<file path="src/rtl/reg_wb_arbiter.sv">
// Register-file write-port arbiter: in-order writeback (port 0) shares WE3/A3/WD3
// with a multi-cycle unit (port 1) buffered in a 2-entry FIFO with anti-starvation.
module reg_wb_arbiter #(
  parameter int ADDRESS_WIDTH = 5,
  parameter int DATA_WIDTH    = 32,
  parameter int STARVE_LIMIT  = 4
) (
  input  logic                          CLK,
  input  logic                          RST_N,
  input  logic                          WB_EN0,
  input  logic [ADDRESS_WIDTH-1:0]      WB_RD0,
  input  logic [DATA_WIDTH-1:0]         WB_DATA0,
  output logic                          WB_STALL,
  input  logic                          MC_VALID,
  output logic                          MC_READY,
  input  logic [ADDRESS_WIDTH-1:0]      MC_RD,
  input  logic [DATA_WIDTH-1:0]         MC_DATA,
  output logic                          WE3,
  output logic [ADDRESS_WIDTH-1:0]      A3,
  output logic [DATA_WIDTH-1:0]         WD3,
  output logic [2**ADDRESS_WIDTH-1:0]   PENDING,
  output logic [1:0]                    BUF_COUNT
);

  localparam int NREG = 2**ADDRESS_WIDTH;

  // buffered port-1 writes; payload is never reset, only the live/pointer control is
  logic [ADDRESS_WIDTH-1:0] ent_rd   [2];
  logic [DATA_WIDTH-1:0]    ent_data [2];
  logic [1:0]               ent_live;
  logic                     wr_ptr;
  logic                     rd_ptr;
  logic [1:0]               count;
  logic [3:0]               starve;

  logic [1:0]               live_nxt;
  logic [1:0]               count_nxt;
  logic [3:0]               starve_nxt;
  logic                     p0_act;
  logic                     ready;
  logic                     accept;
  logic                     mc_keep;
  logic                     head_live;
  logic                     push;
  logic                     pop;
  logic                     kill_en;
  logic                     we;
  logic                     stall;
  logic [ADDRESS_WIDTH-1:0] a3;
  logic [DATA_WIDTH-1:0]    wd3;
  logic [NREG-1:0]          pend;

  always_comb begin
    we         = 1'b0;
    a3         = '0;
    wd3        = '0;
    stall      = 1'b0;
    push       = 1'b0;
    pop        = 1'b0;
    kill_en    = 1'b0;
    starve_nxt = starve;
    p0_act     = WB_EN0 && (WB_RD0 != '0);
    // readiness is judged before any same-cycle pop
    ready      = RST_N && (count != 2'd2);
    accept     = MC_VALID && ready;
    mc_keep    = accept && (MC_RD != '0);
    head_live  = ent_live[rd_ptr];

    if (count == 2'd0) begin
      if (p0_act) begin
        we   = 1'b1;
        a3   = WB_RD0;
        wd3  = WB_DATA0;
        push = mc_keep;
      end else if (mc_keep) begin
        we  = 1'b1;
        a3  = MC_RD;
        wd3 = MC_DATA;
      end
    end else begin
      push = mc_keep;
      if (!head_live) begin
        // a superseded entry drains without touching the write port
        pop = 1'b1;
        if (p0_act) begin
          we      = 1'b1;
          a3      = WB_RD0;
          wd3     = WB_DATA0;
          kill_en = 1'b1;
        end
      end else if (!p0_act) begin
        we         = 1'b1;
        a3         = ent_rd[rd_ptr];
        wd3        = ent_data[rd_ptr];
        pop        = 1'b1;
        starve_nxt = '0;
      end else if (starve < 4'(STARVE_LIMIT)) begin
        we         = 1'b1;
        a3         = WB_RD0;
        wd3        = WB_DATA0;
        kill_en    = 1'b1;
        starve_nxt = starve + 4'd1;
      end else begin
        stall      = 1'b1;
        we         = 1'b1;
        a3         = ent_rd[rd_ptr];
        wd3        = ent_data[rd_ptr];
        pop        = 1'b1;
        starve_nxt = '0;
      end
    end

    count_nxt = count + {1'b0, push} - {1'b0, pop};
    if (count_nxt == 2'd0) starve_nxt = '0;
  end

  // port 0 is the newer value for its destination, so older buffered writes to it die
  always_comb begin
    live_nxt = ent_live;
    for (int i = 0; i < 2; i++) begin
      if (kill_en && ent_live[i] && (ent_rd[i] == WB_RD0)) live_nxt[i] = 1'b0;
    end
    if (pop)  live_nxt[rd_ptr] = 1'b0;
    if (push) live_nxt[wr_ptr] = 1'b1;
  end

  always_comb begin
    pend = '0;
    for (int i = 0; i < 2; i++) begin
      if (ent_live[i]) pend[ent_rd[i]] = 1'b1;
    end
  end

  always_ff @(posedge CLK or negedge RST_N) begin
    if (!RST_N) begin
      ent_live <= '0;
      wr_ptr   <= 1'b0;
      rd_ptr   <= 1'b0;
      count    <= '0;
      starve   <= '0;
    end else begin
      ent_live <= live_nxt;
      count    <= count_nxt;
      starve   <= starve_nxt;
      if (push) wr_ptr <= ~wr_ptr;
      if (pop)  rd_ptr <= ~rd_ptr;
    end
  end

  always_ff @(posedge CLK) begin
    if (push) begin
      ent_rd[wr_ptr]   <= MC_RD;
      ent_data[wr_ptr] <= MC_DATA;
    end
  end

  // combinational outputs are forced quiet while reset is held
  assign WE3       = RST_N && we;
  assign A3        = RST_N ? a3  : '0;
  assign WD3       = RST_N ? wd3 : '0;
  assign WB_STALL  = RST_N && stall;
  assign MC_READY  = ready;
  assign PENDING   = pend;
  assign BUF_COUNT = count;

endmodule
</file>
<file path="config.mk">
export PLATFORM = sky130hd
export DESIGN_NAME = reg_wb_arbiter
export DESIGN_NICKNAME = d
export VERILOG_FILES = /design/src/rtl/reg_wb_arbiter.sv
export SDC_FILE = /design/constraint.sdc
export NUM_CORES = 1
export LEC_CHECK = 0
export CAP_MARGIN = 20
export CELL_PAD_IN_SITES_DETAIL_PLACEMENT = 1
export CELL_PAD_IN_SITES_GLOBAL_PLACEMENT = 1
export CORE_UTILIZATION = 35
export CTS_CLUSTER_SIZE = 10
export DETAILED_ROUTE_END_ITERATION = 8
export PLACE_DENSITY_LB_ADDON = 0.1
export SLEW_MARGIN = 20
export SYNTH_ARGS = -nofsm -noshare
export SYNTH_HDL_FRONTEND = slang
export SYNTH_SLANG_ARGS = --single-unit
export TNS_END_PERCENT = 5
</file>
<file path="constraint.sdc">
create_clock -name CLK -period 3.7 [get_ports CLK]
set_input_delay 0.74 -clock CLK [delete_from_list [all_inputs] [get_ports CLK]]
set_output_delay 0.74 -clock CLK [all_outputs]
set_load 0.03 [all_outputs]
</file>
==> impl_metrics.json, run 1 <==
{
  "worst_setup_path_endpoint": "WD3[28]",
  "setup.worst_path.start": "MC_RD[1]",
  "netlist_area_sq_um": 5110,
  "clock_tree.root_cell": "sky130_fd_sc_hd__clkbuf_16",
  "clk_pin_slew_ps": 60,
  "powerDensity_nw_per_um2": 597,
  "dp_worst_setup_slack_ps": -58.7,
  "critPathKind": "input port to primary output",
  "drc": 0,
  "overflow": 0,
  "globalRouteTotalUtil": 0.239,
  "fp-row-count": 43,
  "clock_insertion_delay_worst_skew_ps": 350,
  "cp.required_ps": 2960,
  "critical_path.endpoint_type": "primary output",
  "clock-sinks": 84,
  "timing.clock.skew_ps": 6.87,
  "worst-slew-pin-transition_ps": 1070,
  "slowest_delay_ps": 650,
  "post-dp-hpwl_um": 12400,
  "vias": 4834,
  "tritoncts_clock_tree": "built",
  "finalSetupViolCount": 0,
  "number_of_iterations_in_the_first_detailed_routing_pass": 4,
  "crit_chain": "clkdlybuf4s50_1 -> or4_1 -> o21a_1 -> and2_1 -> a221o_1 -> buf_4",
  "critical-path-slowest-cell": "sky130_fd_sc_hd__or4_1",
  "clock_path_buffers": 2,
  "worst_setup_path_start_kind": "input port",
  "place.detailed.instances": 808,
  "avgViaCountPerCell": 5.86,
  "synth.distinct_cells": 59,
  "synth-warning-count": 0,
  "routed_wl_um": 17500,
  "floorplan.die.width_um": 123,
  "design.portCount": 152,
  "die_y_um": 123,
  "post_route_cells_drive_above_1_share": 0.186,
  "synth-main-ff-cell": "sky130_fd_sc_hd__edfxtp_1",
  "yosysSeqAreaShare": 0.483,
  "multi_input_comb_area_sq_um": 2440,
  "worst-path-max-fanout": 6,
  "worst_ir_drop_vdd_mv": 0.274,
  "n_antenna_cell": 0,
  "cpLargestDelayFamily": "simple AND/OR/NAND/NOR gates",
  "largest_net_degree_at_the_start_of_global_routing": 39,
  "outcome": "finished clean",
  "die_area_sq_um": 15100,
  "clock_tree.htree_level_count": 3,
  "drtAntennaViolNets": 0,
  "utilization": 0.518,
  "max_freq_mhz": 273,
  "leakage_nw": 2.61,
  "crit_buf_inv": 2,
  "grt_first_pass_wirelength_um": 27100,
  "tritoncts.num_buffers": 9,
  "crit_cells": 6,
  "final_nets": 721,
  "maxSlewHeadroom": 0.284,
  "timing.final.crit_share": 0.990,
  "timing.hold.worst.start": "wr_ptr",
  "gpl.final_weighted_congestion": 0.819,
  "final.min_clock_period_ps": 3660,
  "synth_async_sr_flop_share": 0.119,
  "hold_class": "register to register",
  "rr_startpoint": "starve[2]",
  "area_growth_pct": 42.1,
  "core_region_area_sq_um": 14000,
  "fin_total_pwr_mw": 4.34,
  "data_arrival_time_of_the_critical_path_ps": 2920,
  "fin_ws_ps": 36.2,
  "timing_hold_violations_final": 0,
  "wire_per_inst_um": 21.2,
  "fillers": 1524,
  "syn-instance-count": 483,
  "r2r.worst_path.cells": 11,
  "yosys_register_bits": 84,
  "reg2reg_slack_ps": 1040,
  "count_of_buffers_inserted_at_the_top_level_ports": 151,
  "synthesized_area_divided_by_synthesized_cell_count_sq_um": 10.6,
  "hold_ws_ps": 526,
  "synth_edf_count": 74,
  "report.final.slew_viol_count": 0,
  "seq_area_sq_um": 2470,
  "fin_cells": 825,
  "drt-initial-drc-count": 255,
  "first_global_vias": 4987,
  "rsz0062_at_grt": "false",
  "synthesis.nets": 564,
  "start_util": 0.364,
  "worstReg2RegEnd": "starve[0]",
  "max_cap_viol_count": 0,
  "antenna_violations_before_repair": 0
}
-- registers in the layout (all words and copies together), names as in the netlist --
| register | flops |
|---|---|
| ent_data | 64 |
| ent_rd | 10 |
| starve | 4 |
| BUF_COUNT | 2 |
| ent_live | 2 |
| rd_ptr | 1 |
| wr_ptr | 1 |
-- placed cells by master (no fill, tap or decap), types with 15 or more instances in the layout --
cell,netlist,final
sky130_fd_sc_hd__nand3_1,16,16
sky130_fd_sc_hd__buf_4,2,74
sky130_fd_sc_hd__edfxtp_1,74,74
sky130_fd_sc_hd__nor2_1,17,15
sky130_fd_sc_hd__a22oi_1,23,23
sky130_fd_sc_hd__mux2i_1,38,38
sky130_fd_sc_hd__a31oi_1,26,26
sky130_fd_sc_hd__clkdlybuf4s50_1,0,108
sky130_fd_sc_hd__o22ai_1,32,32
sky130_fd_sc_hd__nand4_1,25,25
sky130_fd_sc_hd__or3_1,29,29
sky130_fd_sc_hd__nand2_1,18,18
sky130_fd_sc_hd__a21oi_1,32,31
-- stage by stage --
step,area (sq um),setup TNS (ps)
after floorplan,5110,0
after global placement,6970,0
after detailed placement,6970,-58.7
after CTS,7240,0
after global routing,7270,0
final,7270,0
-- metal layers --
layer | vias up | GRT usage | share of wire
li1 | 2264 | - | -
met1 | 2395 | 0.305 | 0.43
met2 | 161 | 0.419 | 0.51
met3 | 14 | 0.0295 | 0.057
met4 | 0 | 0.0793 | 0.011
met5 | - | 0 | 0
-- worst min-delay path by stage --
stage / cells after the start / to / slack [ps]
after floorplan: 0 / BUF_COUNT[0] / 440
after global placement: 1 / ent_live[1] / 500
after detailed placement: 1 / ent_live[1] / 510
after CTS: 1 / ent_live[1] / 520
after global routing: 1 / ent_live[1] / 560
final: 1 / ent_live[1] / 530
-- where the power goes --
group / total, mW / switching (mW) / internal [mW] / leakage [nW]
logic: 2.18 / 1.29 / 0.887 / 1.68
registers: 1.33 / 0.138 / 1.19 / 0.800
clock network: 0.830 / 0.376 / 0.454 / 0.132
total: 4.34 / 1.81 / 2.53 / 2.61
-- kinds of logic after synthesis --
logic type	Yosys count	share of synthesized area
AO/OA/AOI/OAI	144	0.193
XOR/XNOR	13	0.0223
adder cells (fa/ha/maj)	3	0.00734
buffers and inverters	53	0.0475
flip-flops	84	0.483
multiplexers	41	0.0810
AND/OR/NAND/NOR	145	0.166
-- layout make-up --
type	count	area share
multi-input cells	346	0.336
clock buffers	10	0.0315
well taps	180	0.0310
inverters	6	0.00310
repair buffers	193	0.252
flip-flops and latches	84	0.340
clock inverters	6	0.00534
-- what timing repair did --
item                                    4_1_cts  5_1_grt
hold buffers                                  0        0
endpoints found under the setup margin        1        2
gates cloned                                  0        0
buffers inserted                              0        1
pin swaps                                     0        4
resized for setup                             1        5
-- synth_stat cells (4+ instances only) --
master	n	area (sq um)
sky130_fd_sc_hd__o22ai_1	32	200
sky130_fd_sc_hd__nand3_1	16	80.1
sky130_fd_sc_hd__or3_1	29	181
sky130_fd_sc_hd__or3b_2	4	35.0
sky130_fd_sc_hd__nand2_1	18	67.6
sky130_fd_sc_hd__nor3_1	5	25.0
sky130_fd_sc_hd__a221o_1	6	60.1
sky130_fd_sc_hd__edfxtp_1	74	2220
sky130_fd_sc_hd__nor4_1	7	43.8
sky130_fd_sc_hd__xor2_1	10	87.6
sky130_fd_sc_hd__clkbuf_1	30	113
sky130_fd_sc_hd__buf_2	9	45.0
sky130_fd_sc_hd__inv_1	5	18.8
sky130_fd_sc_hd__a22oi_1	23	173
sky130_fd_sc_hd__mux2i_1	38	380
sky130_fd_sc_hd__a31oi_1	26	163
sky130_fd_sc_hd__a21oi_1	32	160
sky130_fd_sc_hd__dfrtp_1	10	250
sky130_fd_sc_hd__nor2_1	17	63.8
sky130_fd_sc_hd__nand4_1	25	156
sky130_fd_sc_hd__nand3b_1	10	75.1
Power figures use the tool's default switching activity.
==> run 2: changes to the inputs <==
--- a/config.mk
+++ b/config.mk
@@ -5,7 +5,6 @@
 export SDC_FILE = /design/constraint.sdc
 export NUM_CORES = 1
 export LEC_CHECK = 0
-export CAP_MARGIN = 20
 export CELL_PAD_IN_SITES_DETAIL_PLACEMENT = 1
 export CELL_PAD_IN_SITES_GLOBAL_PLACEMENT = 1
 export CORE_UTILIZATION = 35
==> results of run 2 <==
Same layout as run 1: the final DEF is identical, and so are final timing and power.
